==> src/rtl/conv_mac_kxk.sv <==
// K x K signed convolution MAC: one kernel row per cycle, accumulated over CH
// channels, then bias, optional ReLU, saturation and per-row output gating.
module conv_mac_kxk #(
  parameter int K         = 5,
  parameter int DW        = 9,
  parameter int CH        = 1,
  parameter int OW        = 22,
  parameter int ROW_SLOTS = 32,
  parameter int ROW_OUT   = 28,
  parameter int RELU      = 0
) (
  input  logic                 clk,
  input  logic                 rst,
  input  logic                 x_valid,
  output logic                 x_ready,
  input  logic [K*K*DW-1:0]    x_win,
  input  logic [K*K*DW-1:0]    w_win,
  input  logic [DW-1:0]        bias,
  output logic                 y_valid,
  input  logic                 y_ready,
  output logic [OW-1:0]        y_data,
  output logic                 y_sat
);
  localparam int ACC_W = 2*DW + $clog2(K*K*CH) + 1;
  localparam int SW    = (ACC_W + 1 > OW + 1) ? ACC_W + 1 : OW + 1;
  localparam int NE    = K*K;
  localparam int IW    = $clog2(NE + 1);
  localparam int RW    = $clog2(K + 1);
  localparam int CW    = $clog2(CH + 1);
  localparam int SLW   = $clog2(ROW_SLOTS + 1);

  localparam logic [RW-1:0]         R_LAST     = RW'(K - 1);
  localparam logic [CW-1:0]         CH_LAST    = CW'(CH - 1);
  localparam logic [SLW-1:0]        SLOT_LAST  = SLW'(ROW_SLOTS - 1);
  localparam logic [SLW-1:0]        ROW_OUT_L  = SLW'(ROW_OUT);
  localparam logic signed [SW-1:0]  MAX_V      = {{(SW-OW+1){1'b0}}, {(OW-1){1'b1}}};
  localparam logic signed [SW-1:0]  MIN_V      = {{(SW-OW+1){1'b1}}, {(OW-1){1'b0}}};

  typedef enum logic [1:0] {IDLE, MAC, FIN, OUT} state_t;

  state_t                   state_q, state_d;
  logic [NE*DW-1:0]         x_q, x_d, w_q, w_d;
  logic signed [DW-1:0]     bias_q, bias_d;
  logic [RW-1:0]            r_q, r_d;
  logic [CW-1:0]            ch_q, ch_d;
  logic [SLW-1:0]           slot_q, slot_d;
  logic signed [ACC_W-1:0]  acc_q, acc_d;
  logic signed [OW-1:0]     y_data_q, y_data_d;
  logic                     y_sat_q, y_sat_d;
  logic                     y_valid_q, y_valid_d;

  logic signed [DW-1:0]     x_el [NE];
  logic signed [DW-1:0]     w_el [NE];
  logic signed [2*DW-1:0]   prod [K];
  logic [IW-1:0]            row_base;
  logic signed [ACC_W-1:0]  row_sum;
  logic signed [SW-1:0]     s_sum, s_relu;
  logic signed [OW-1:0]     s_clip;
  logic                     s_clipped;

  // Element 0 (row 0, col 0) lives at the MSBs of the packed window.
  generate
    for (genvar gi = 0; gi < NE; gi++) begin : g_unpack
      assign x_el[gi] = x_q[(NE-1-gi)*DW +: DW];
      assign w_el[gi] = w_q[(NE-1-gi)*DW +: DW];
    end
  endgenerate

  assign row_base = IW'(r_q) * IW'(K);

  generate
    for (genvar gi = 0; gi < K; gi++) begin : g_mul
      assign prod[gi] = x_el[row_base + IW'(gi)] * w_el[row_base + IW'(gi)];
    end
  endgenerate

  always_comb begin
    row_sum = '0;
    for (int c = 0; c < K; c++) begin
      row_sum = row_sum + {{(ACC_W-2*DW){prod[c][2*DW-1]}}, prod[c]};
    end
  end

  always_comb begin
    s_sum  = SW'(acc_q) + SW'(bias_q);
    s_relu = s_sum;
    if (RELU != 0 && s_sum[SW-1]) begin
      s_relu = '0;
    end
    s_clip    = s_relu[OW-1:0];
    s_clipped = 1'b0;
    if (s_relu > MAX_V) begin
      s_clip    = MAX_V[OW-1:0];
      s_clipped = 1'b1;
    end else if (s_relu < MIN_V) begin
      s_clip    = MIN_V[OW-1:0];
      s_clipped = 1'b1;
    end
  end

  always_comb begin
    state_d   = state_q;
    x_d       = x_q;
    w_d       = w_q;
    bias_d    = bias_q;
    r_d       = r_q;
    ch_d      = ch_q;
    slot_d    = slot_q;
    acc_d     = acc_q;
    y_data_d  = y_data_q;
    y_sat_d   = y_sat_q;
    y_valid_d = y_valid_q;
    case (state_q)
      IDLE: begin
        if (x_valid) begin
          x_d = x_win;
          w_d = w_win;
          if (ch_q == '0) begin
            bias_d = bias;
          end
          r_d     = '0;
          state_d = MAC;
        end
      end
      MAC: begin
        acc_d = acc_q + row_sum;
        if (r_q == R_LAST) begin
          if (ch_q != CH_LAST) begin
            ch_d    = ch_q + 1'b1;
            state_d = IDLE;
          end else begin
            state_d = FIN;
          end
        end else begin
          r_d = r_q + 1'b1;
        end
      end
      FIN: begin
        y_data_d  = s_clip;
        y_sat_d   = s_clipped;
        y_valid_d = (slot_q < ROW_OUT_L);
        state_d   = OUT;
      end
      OUT: begin
        // Padding slots never raise y_valid, so they fall through after one cycle.
        if (!y_valid_q || y_ready) begin
          acc_d     = '0;
          ch_d      = '0;
          slot_d    = (slot_q == SLOT_LAST) ? '0 : slot_q + 1'b1;
          y_valid_d = 1'b0;
          state_d   = IDLE;
        end
      end
      default: state_d = IDLE;
    endcase
  end

  always_ff @(posedge clk) begin
    if (rst) begin
      state_q   <= IDLE;
      x_q       <= '0;
      w_q       <= '0;
      bias_q    <= '0;
      r_q       <= '0;
      ch_q      <= '0;
      slot_q    <= '0;
      acc_q     <= '0;
      y_data_q  <= '0;
      y_sat_q   <= 1'b0;
      y_valid_q <= 1'b0;
    end else begin
      state_q   <= state_d;
      x_q       <= x_d;
      w_q       <= w_d;
      bias_q    <= bias_d;
      r_q       <= r_d;
      ch_q      <= ch_d;
      slot_q    <= slot_d;
      acc_q     <= acc_d;
      y_data_q  <= y_data_d;
      y_sat_q   <= y_sat_d;
      y_valid_q <= y_valid_d;
    end
  end

  assign x_ready = (state_q == IDLE) && !rst;
  assign y_valid = y_valid_q;
  assign y_data  = y_data_q;
  assign y_sat   = y_sat_q;
endmodule

==> config.mk <==
export PLATFORM = sky130hd
export DESIGN_NAME = conv_mac_kxk
export DESIGN_NICKNAME = d
export VERILOG_FILES = /design/src/rtl/conv_mac_kxk.sv
export SDC_FILE = /design/constraint.sdc
export NUM_CORES = 2
export LEC_CHECK = 0
export BUFFER_PORTS_ARGS = -buffer_cell sky130_fd_sc_hd__buf_4
export CORE_ASPECT_RATIO = 1.4
export CORE_MARGIN = 2
export CORE_UTILIZATION = 50
export CTS_BUF_LIST = sky130_fd_sc_hd__clkbuf_8
export DETAILED_ROUTE_END_ITERATION = 6
export PLACE_DENSITY_LB_ADDON = 0.15
export SYNTH_ARGS = -nofsm -noshare
export SYNTH_HDL_FRONTEND = slang
export SYNTH_SLANG_ARGS = --single-unit
==> constraint.sdc <==
create_clock -name clk -period 28.4 [get_ports clk]
set_clock_uncertainty 0.1 [all_clocks]
set_input_delay 7.1 -clock clk [delete_from_list [all_inputs] [get_ports clk]]
set_output_delay 7.1 -clock clk [all_outputs]
set_load 0.05 [all_outputs]
==> impl_metrics.yaml <==
status:
  run_status: "finished, final reports clean"
timing:
  hold_violations: 0
  maxSlewViolCount: 0
  setup_violations: 0
  worst_pin_slew_ps: 1380
  period_share: 0.530
  final.setup.tns_ps: 0
  fmax_mhz: 66.5
  slew_headroom: 0.0747
  rsz0062_at_grt: "false"
  fin_crit_ps: 15040
global_route:
  antenna_found_initial: 5
  globalRouteTotalUtil: 0.362
  grt_max_degree: 197
  grt_pass1_wl_mm: 287
  globalRouteOverflowTotal: 0
  first_global_vias: 44800
place:
  place.gp.congestion: 1.01
  dp.cells: 7211
  place.port_buffers: 487
  place_hpwl_mm: 156
yosys:
  synth_nets: 6842
  ys_types: 71
  ys_seq_elements: 518
  synth-edff-count: 0
  async_flop_share: 0
  yosysWarnings: 0
  ys_seq_area_frac: 0.196
  netlist_instances: 5637
  synth_ff_type: "dfxtp_1"
  syn_area_per_cell_um2: 9.40
  synth_area_mm2: 0.0530
clock_network:
  htreeDepth: 3
  clock_path_buffers: 3
  postCtsSetupRepairBufs: 0
  ctsRootBufferMaster: "clkbuf_8"
  holdBufCountCts: 0
  cts_resized: 0
  cts_buffers: 86
  insertion_delay_ps: 810
  cts.sinks: 518
  cts.clk_slew.worst_paths_ps: 50
  cts_tree: "yes"
detailed_routing:
  vias_per_cell: 6.09
  drt_iter0_markers: 4475
  wl_mm: 196
  wire_per_inst_um: 26.7
  drc_errors: 0
  routed-via-count: 44800
  ant_nets: 0
  firstDrtPassIters: 6
critical_path:
  critPathKind: "input port to primary output"
  reg2reg_slack_ps: 15030
  worstSetupEndpointType: "primary output"
  cp_data_arrival_time_ps: 7840
  critPathLaunchType: "input port"
  worstPathRequired_ps: 21200
  worstPathMaxFanout: 92
final_layout:
  drive_gt1_frac: 0.222
  syn_to_final_growth_pct: 11.9
  nNetsFinal: 7146
  layoutNonFillerInstCount: 7360
  post-route-util: 0.563
run:
  drv_cap: 0
floorplanning:
  die_area_mm2: 0.109
  core_mm2: 0.105
  die_y_um: 389
  die_x_um: 279
  io_pins: 488
  initial_utilization: 0.503
  row_count: 141
worst_hold_path:
  hold_class: "flip-flop to flip-flop"
-- placed cells by master, fill, tap and decap left out, types with 14 or more instances in the layout --
master	count
nand2_1	1259
inv_1	697
a21oi_1	573
buf_4	556
fa_1	553
dfxtp_1	516
mux4_2	452
nor2_1	224
ha_1	185
clkbuf_8	106
mux2i_1	83
mux2_2	78
o21ai_0	69
and2_1	66
nor2b_1	45
or2_2	41
a31oi_1	38
nand3_1	35
o21ai_1	32
nand2b_1	31
xnor2_1	31
o211ai_1	29
o22ai_1	22
a22oi_1	22
xor2_1	19
a21o_1	18
a221oi_1	17
and3_1	17
o21ai_2	16
a211oi_1	14
-- sequential cells by signal, summed over array words and instances, names as in the netlist --
signal	count
acc_q	24
bias_q	9
r_q	3
slot_q	6
state_q	2
w_el	225
x_el	225
y_data	22
y_sat	1
y_valid	1
-- area by class of cell --
class / count / area [um2]
fillers: 9747 / 46000
multi-input cells: 4087 / 38600
clock inverters: 40 / 297
inverters: 686 / 2570
diodes: 3 / 7.51
flip-flops and latches: 518 / 10400
repair buffers: 562 / 4290
clock buffers: 106 / 1460
well taps: 1358 / 1700
-- worst max-delay path: stages --
cell and delay, ps:
buf_8 420, nor2b_1 100, buf_4 210
-- path summary, 6_finish.rpt --
check	startpoint	endpoint	cells past startpoint
max	rst	x_ready	3
min	bias_q[0]	bias_q[0]	2
max reg2reg	r_q[0]	acc_q[22]	34
min reg2reg	bias_q[0]	bias_q[0]	2
-- cell families (layout without fill, tap and decap cells) --
logic type,count (synthesis),in the layout,synth area share
simple gates,1761,1761,0.138
buf+inv,1032,1394,0.0792
compound gates,909,909,0.0985
fa+ha+maj,742,742,0.254
mux,613,613,0.224
flops,518,518,0.196
xor+xnor,62,62,0.0108
other cells,0,3,0
-- metal layers --
layer	GRT usage	up-vias	routed length, um
li1	-	19600	-
met4	0.317	4	21000
met5	0	-	24
met2	0.595	2233	94500
met1	0.410	22400	66700
met3	0.0562	651	14100
-- synthesized netlist by cell type, types with 8 or more instances --
cell type	number	area, um2
buf_2	59	295
ha_1	189	2360
nor2b_1	46	288
nor3_1	11	55.1
o21a_1	8	60.1
buf_1	33	124
a22oi_1	22	165
and2_1	67	419
xnor2_1	37	324
mux4_2	452	10200
buf_6	13	146
mux2_2	78	878
inv_1	680	2550
dfxtp_1	518	10400
mux2i_1	83	831
fa_1	553	11100
nand2b_1	31	194
a221oi_1	17	149
nor2_1	224	841
a211oi_2	12	150
buf_4	40	300
xor2_1	21	184
clkbuf_1	201	754
a21o_1	18	135
nand2_1	1260	4730
o21ai_1	32	160
a31oi_1	41	257
o21ai_2	16	140
a21oi_1	573	2870
or2_2	41	257
o21ai_0	69	345
a311oi_1	9	78.8
and3_1	17	106
o22ai_1	22	138
nand3_1	35	175
o211ai_1	29	218
a211oi_1	14	105
-- through the flow --
step           setup WS, ps  cell area, um2  hold slack, ps
3_3_place_gp          13300           57500             352
5_1_grt               13270           59300             398
6_report              13360           59300             361
3_5_place_dp          13300           57500             357
4_1_cts               13300           59300             364
2_1_floorplan         13020           53000             341
Power is left out: the tool's default activity adds up to more than one toggle a clock period on the data nets, which glitch-free logic cannot reach.
